## src/rtl/soc_ecp5.sv

```systemverilog
// rtl/soc_ecp5.sv - ECP5 bring-up top: reset sync, PHY reset, heartbeat, PWM, optional UART banner (UART_BANNER_EN)
module soc_ecp5 #(
    parameter int LED_DIV        = 12500000,
    parameter int PHY_RST_CYCLES = 250000,
    parameter int BAUD_DIV       = 217,
    parameter int GAP_CYCLES     = 2500000,
    parameter int PWM_DUTY       = 128
) (
    input  logic osc_clk25,
    input  logic button,
    output logic led,
    output logic phy_rst_,
    output logic J1_1,
    output logic J1_2,
    output logic J1_3,
    output logic J1_5,
    output logic J1_6,
    output logic J1_7,
    output logic J1_8,
    output logic J1_9,
    output logic J1_10,
    output logic J1_11,
    output logic J1_12,
    output logic J1_13,
    output logic J1_14,
    output logic J1_15
);

    localparam int LW = (LED_DIV > 1) ? $clog2(LED_DIV) : 1;
    localparam int PW = (PHY_RST_CYCLES > 1) ? $clog2(PHY_RST_CYCLES) : 1;
    localparam logic [LW-1:0] LED_LAST = LW'(LED_DIV - 1);
    localparam logic [PW-1:0] PHY_LAST = PW'(PHY_RST_CYCLES - 1);
    localparam logic [7:0]    PWM_CMP  = PWM_DUTY[7:0];

    logic sync1_q, sync1_d;
    logic rst_q, rst_d;
    logic [LW-1:0] led_cnt_q, led_cnt_d;
    logic led_q, led_d;
    logic beat_q, beat_d;
    logic [PW-1:0] phy_cnt_q, phy_cnt_d;
    logic phy_q, phy_d;
    logic [7:0] pwm_cnt_q, pwm_cnt_d;
    logic pwm_q, pwm_d;

    // Button synchronizer: rst follows the inverted second stage
    always_comb begin
        sync1_d = button;
        rst_d   = ~sync1_q;
    end

    // Synchronizer flops carry no reset; they are the reset source
    always_ff @(posedge osc_clk25) begin
        sync1_q <= sync1_d;
        rst_q   <= rst_d;
    end

    // Heartbeat divider, led toggle and one-cycle beat pulse
    always_comb begin
        led_cnt_d = led_cnt_q + 1'b1;
        led_d     = led_q;
        beat_d    = 1'b0;
        if (led_cnt_q == LED_LAST) begin
            led_cnt_d = '0;
            led_d     = ~led_q;
            beat_d    = 1'b1;
        end
    end

    // PHY reset counter saturates once the PHY is released
    always_comb begin
        phy_cnt_d = phy_cnt_q;
        phy_d     = phy_q;
        if (!phy_q) begin
            if (phy_cnt_q == PHY_LAST) begin
                phy_d = 1'b1;
            end else begin
                phy_cnt_d = phy_cnt_q + 1'b1;
            end
        end
    end

    // Compare against the next counter value so J1_3 lines up with the count
    always_comb begin
        pwm_cnt_d = pwm_cnt_q + 8'd1;
        pwm_d     = (pwm_cnt_d < PWM_CMP);
    end

    // Heartbeat, PHY reset and PWM state
    always_ff @(posedge osc_clk25) begin
        if (rst_q) begin
            led_cnt_q <= '0;
            led_q     <= 1'b0;
            beat_q    <= 1'b0;
            phy_cnt_q <= '0;
            phy_q     <= 1'b0;
            pwm_cnt_q <= 8'd0;
            pwm_q     <= 1'b0;
        end else begin
            led_cnt_q <= led_cnt_d;
            led_q     <= led_d;
            beat_q    <= beat_d;
            phy_cnt_q <= phy_cnt_d;
            phy_q     <= phy_d;
            pwm_cnt_q <= pwm_cnt_d;
            pwm_q     <= pwm_d;
        end
    end

    assign led      = led_q;
    assign phy_rst_ = phy_q;
    assign J1_3     = pwm_q;
    assign J1_13    = beat_q;
    assign J1_14    = phy_q;
    assign J1_15    = rst_q;

`ifdef UART_BANNER_EN
    localparam int BW = (BAUD_DIV > 1) ? $clog2(BAUD_DIV) : 1;
    localparam int GW = (GAP_CYCLES > 1) ? $clog2(GAP_CYCLES) : 1;
    localparam logic [BW-1:0] BAUD_LAST = BW'(BAUD_DIV - 1);
    localparam logic [GW-1:0] GAP_LAST  = GW'(GAP_CYCLES - 1);

    localparam logic [2:0] ST_WAIT_PHY = 3'd0;
    localparam logic [2:0] ST_START    = 3'd1;
    localparam logic [2:0] ST_DATA     = 3'd2;
    localparam logic [2:0] ST_STOP     = 3'd3;
    localparam logic [2:0] ST_GAP      = 3'd4;

    function automatic logic [7:0] banner_byte(input logic [1:0] idx);
        case (idx)
            2'd0:    return 8'h4F;
            2'd1:    return 8'h4B;
            2'd2:    return 8'h0D;
            default: return 8'h0A;
        endcase
    endfunction

    logic [2:0]    state_q, state_d;
    logic [BW-1:0] baud_q, baud_d;
    logic [2:0]    bit_q, bit_d;
    logic [1:0]    byte_q, byte_d;
    logic [GW-1:0] gap_q, gap_d;
    logic          tx_q, tx_d;
    logic          busy_q, busy_d;
    logic [7:0]    data_q, data_d;

    // Banner FSM; tx_d is the level of the bit the next state drives
    always_comb begin
        state_d = state_q;
        baud_d  = baud_q;
        bit_d   = bit_q;
        byte_d  = byte_q;
        gap_d   = gap_q;
        tx_d    = tx_q;
        busy_d  = busy_q;
        data_d  = data_q;
        case (state_q)
            ST_WAIT_PHY: begin
                tx_d   = 1'b1;
                busy_d = 1'b0;
                if (phy_q) begin
                    state_d = ST_START;
                    baud_d  = '0;
                    byte_d  = 2'd0;
                    tx_d    = 1'b0;
                    busy_d  = 1'b1;
                    data_d  = banner_byte(2'd0);
                end
            end
            ST_START: begin
                if (baud_q == BAUD_LAST) begin
                    baud_d  = '0;
                    bit_d   = 3'd0;
                    state_d = ST_DATA;
                    tx_d    = data_q[0];
                end else begin
                    baud_d = baud_q + 1'b1;
                end
            end
            ST_DATA: begin
                if (baud_q == BAUD_LAST) begin
                    baud_d = '0;
                    if (bit_q == 3'd7) begin
                        state_d = ST_STOP;
                        tx_d    = 1'b1;
                    end else begin
                        bit_d = bit_q + 3'd1;
                        tx_d  = data_q[bit_q + 3'd1];
                    end
                end else begin
                    baud_d = baud_q + 1'b1;
                end
            end
            ST_STOP: begin
                if (baud_q == BAUD_LAST) begin
                    baud_d = '0;
                    if (byte_q == 2'd3) begin
                        state_d = ST_GAP;
                        busy_d  = 1'b0;
                        gap_d   = '0;
                    end else begin
                        byte_d  = byte_q + 2'd1;
                        state_d = ST_START;
                        tx_d    = 1'b0;
                        data_d  = banner_byte(byte_q + 2'd1);
                    end
                end else begin
                    baud_d = baud_q + 1'b1;
                end
            end
            ST_GAP: begin
                if (gap_q == GAP_LAST) begin
                    state_d = ST_START;
                    byte_d  = 2'd0;
                    baud_d  = '0;
                    tx_d    = 1'b0;
                    busy_d  = 1'b1;
                    data_d  = banner_byte(2'd0);
                end else begin
                    gap_d = gap_q + 1'b1;
                end
            end
            default: begin
                state_d = ST_WAIT_PHY;
                tx_d    = 1'b1;
                busy_d  = 1'b0;
            end
        endcase
    end

    // Banner state; rst aborts any byte in flight
    always_ff @(posedge osc_clk25) begin
        if (rst_q) begin
            state_q <= ST_WAIT_PHY;
            baud_q  <= '0;
            bit_q   <= 3'd0;
            byte_q  <= 2'd0;
            gap_q   <= '0;
            tx_q    <= 1'b1;
            busy_q  <= 1'b0;
            data_q  <= 8'd0;
        end else begin
            state_q <= state_d;
            baud_q  <= baud_d;
            bit_q   <= bit_d;
            byte_q  <= byte_d;
            gap_q   <= gap_d;
            tx_q    <= tx_d;
            busy_q  <= busy_d;
            data_q  <= data_d;
        end
    end

    assign J1_1 = tx_q;
    assign J1_2 = busy_q;
    assign {J1_12, J1_11, J1_10, J1_9, J1_8, J1_7, J1_6, J1_5} = data_q;
`else
    assign J1_1 = 1'b1;
    assign J1_2 = 1'b0;
    assign {J1_12, J1_11, J1_10, J1_9, J1_8, J1_7, J1_6, J1_5} = 8'd0;
`endif

endmodule

```

## config.mk

```make
export PLATFORM = sky130hd
export DESIGN_NAME = soc_ecp5
export DESIGN_NICKNAME = d
export VERILOG_FILES = /design/src/rtl/soc_ecp5.sv
export SDC_FILE = /design/constraint.sdc
export NUM_CORES = 1
export LEC_CHECK = 0
export BUFFER_PORTS_ARGS = -buffer_cell sky130_fd_sc_hd__buf_4
export CAP_MARGIN = 15
export CORE_AREA = 2 2 90 92
export DETAILED_ROUTE_END_ITERATION = 8
export DIE_AREA = 0 0 92 94
export PLACE_DENSITY = 0.54
export SLEW_MARGIN = 20
export SYNTH_ARGS = -nofsm -noshare
export SYNTH_HDL_FRONTEND = slang
export SYNTH_SLANG_ARGS = --single-unit
```

## constraint.sdc

```tcl
create_clock -name osc_clk25 -period 1.8 [get_ports osc_clk25]
set_clock_uncertainty 0.2 [all_clocks]
set_input_delay 0.09 -clock osc_clk25 [delete_from_list [all_inputs] [get_ports osc_clk25]]
set_output_delay 0.09 -clock osc_clk25 [all_outputs]
set_load 0.05 [all_outputs]
```

==> reports/qor.yml <==
status: "complete, but fails checks"
violations: "negative setup slack"
areaGrowthSynthToFinish_pct: 30.7
cts_buffer_depth: 2
syn_inst: 291
p_leak_nw: 1.32
layout_setup_ws_ns: -0.0183
die_w_um: 92
hold_viol: 0
worstHoldPathType: "reg -> reg"
finalNetCount: 353
synth_common_cells: "56 x dfxtp_1, 36 x nor2_1, 19 x nand3_1, 17 x nand2_1, 14 x a21oi_1"
setup_viol: 9
critPathSlowestCell: "dfxtp_2"
dp.cells: 431
finalSetupTns_ns: -0.0806
cts_htree_levels: 2
post-route-min-period_ns: 1.82
netlist_area_um2: 2600
ys.flop_type: "dfxtp_1"
start_kind: "register"
grt_use_total_pct: 12.8
initial_utilization_pct: 34.2
cp.arrival_ns: 1.83
critical-path-top-delay-family: "compound AO/OA/AOI/OAI gates"
synth_top_area_cell: "dfxtp_1"
worst-path-buf-inv: 1
num_vias: 2190
grt_max_degree: 23
wirelength_um: 5460
clkLatencyLatePin_ns: 0.32
pin_count: 18
crit_path_end_kind: "register"
yosysWarningCount: 0
core-area_um2: 7610
power.density_nw_per_um2: 688
fin_hold_ws_ns: 0.195
grt_pass1_vias: 2000
die_area_um2: 8650
path_cells: "ha_4 -> and4_4 -> nand4_1 -> o31ai_4 -> buf_6 -> a21oi_1"
min_from: "sync1_q"
cts_inserted_buffers: 5
yosysTopAreaCellShare_pct: 43.1
cts_tree: "yes"
post_synth.cell_area_avg_um2: 8.93
remaining_drc_errors: 0
post_drt_via_cell_ratio: 4.86
antenna_found_initial: 0
drive_above_1_share_pct: 35.0
dp_hpwl_um: 3740
fin_cells: 451
dpl_worst_slack_ns: -0.0727
synth-edff-count: 0
r2r-start: "led_cnt_q[0]"
fmax_mhz: 550
crit_start: "led_cnt_q[0]"
slew_viol_final: 0
antenna_left: 0
portBuffers: 7
grt_overflow: 0
ir_worst_vdd_mv: 0.408
max-cap-violations: 0
cts-root-buf: "clkbuf_8"
synth.most_common_cell: "dfxtp_1"
place.gp.congestion: 0.801
required_ns: 1.81
synthArstFlopShare_pct: 0
detail_route.wl_per_cell_um: 12.1
ys_top_cells_by_area: "dfxtp_1 43%, nor2_1 5.2%, xnor2_1 4.4%"
cpPeakStageDelay_ns: 0.37
ys_ff_latch: 56
dr.first_iter.drc_count: 75
synth_cell_types: 44
die_h_um: 94
grt_first_pass_wirelength_um: 8850
grt_setup_unrepaired: "true"
critical_path_class: "reg -> reg"
path_clk_slew_ns: 0.10
rows: 32
cts_num_sinks: 56
dr.pass1.iters: 4
worst-path-max-fanout: 10
antenna_cells: 0
period_share_pct: 101
ys_seq_area_share_pct: 43.1
-- metrics by stage --
step / power [mW] / utilization [%] / cell area, um^2
after floorplan: 1.43 / - / 2700
after global placement: 1.44 / 40.1 / 3050
after detailed placement: 1.44 / 40.1 / 3050
after CTS: 2.35 / 42.5 / 3240
after global routing: 2.44 / 44.7 / 3400
final: 2.34 / 44.7 / 3400
-- sequential cells by signal, summed over array words and instances, names as in the netlist --
name	flops
J1_15	1
J1_13	1
sync1_q	1
phy_cnt_q	18
J1_3	1
J1_14	1
pwm_cnt_q	8
led	1
led_cnt_q	24
-- power by group --
part           leakage [nW]  total (mW)  switching, mW  internal, mW
sequential            0.461        1.28         0.0215          1.26
combinational         0.796       0.145         0.0978        0.0468
clock                0.0645       0.912          0.420         0.491
-- routing by layer --
metal / wire length, um / vias to the layer above / GRT usage [%]
li1: - / 1116 / -
met1: 2620 / 1028 / 15.7
met2: 2560 / 35 / 21.4
met3: 143 / 11 / 2.65
met4: 140 / 0 / 6.09
met5: 0 / - / 0
-- layout make-up --
cell class	instances	area, um^2
inverters	7	26.3
flip-flops and latches	56	1150
clock buffers	7	96.3
multi-input cells	216	1480
repair buffers	62	487
clock inverters	1	30.0
fillers	762	4210
well taps	102	128
-- worst paths after layout --
path	endpoint	slack, ns	depth (start not counted)
max	led_cnt_q[16]	-0.02	6
min	J1_15	0.20	1
max reg2reg	led_cnt_q[16]	-0.02	6
min reg2reg	J1_15	0.20	1
-- placed cells by master, fill, tap and decap left out, drive strengths merged, types with 8 or more instances in the layout --
master,netlist,final
or4,9,9
a21oi,15,15
nand3,19,19
nand4,11,11
nor3,8,8
buf,16,61
dfxtp,56,56
xor2,13,13
xnor2,13,13
nor2,36,36
or3,8,8
conb,2,10
nand2,17,17
-- worst reg2reg max path: cells and delay by family, from the launching register on --
| kind | cells | cell delay, ns |
|---|---|---|
| flops | 1 | 0.37 |
| compound gates | 2 | 0.43 |
| fa+ha+maj | 1 | 0.13 |
| buf+inv | 1 | 0.19 |
| simple gates | 2 | 0.40 |
-- logic make-up after synthesis --
group,share of synthesized area [%]
AO/OA/AOI/OAI,7.80
multiplexers,2.12
flip-flops,43.1
buffers and inverters,6.60
XOR/XNOR,8.76
other,0.289
AND/OR/NAND/NOR,29.9
adder cells (fa/ha/maj),1.44
-- timing repair --
item	4_1_cts	5_1_grt
setup endpoints to repair	29	32
gates cloned	0	1
resized for setup	11	33
hold buffers	1	0
pin swaps	8	6
hold endpoints to repair	1	0
buffers inserted	3	7
Note: power is estimated with default switching activity, not from simulation.
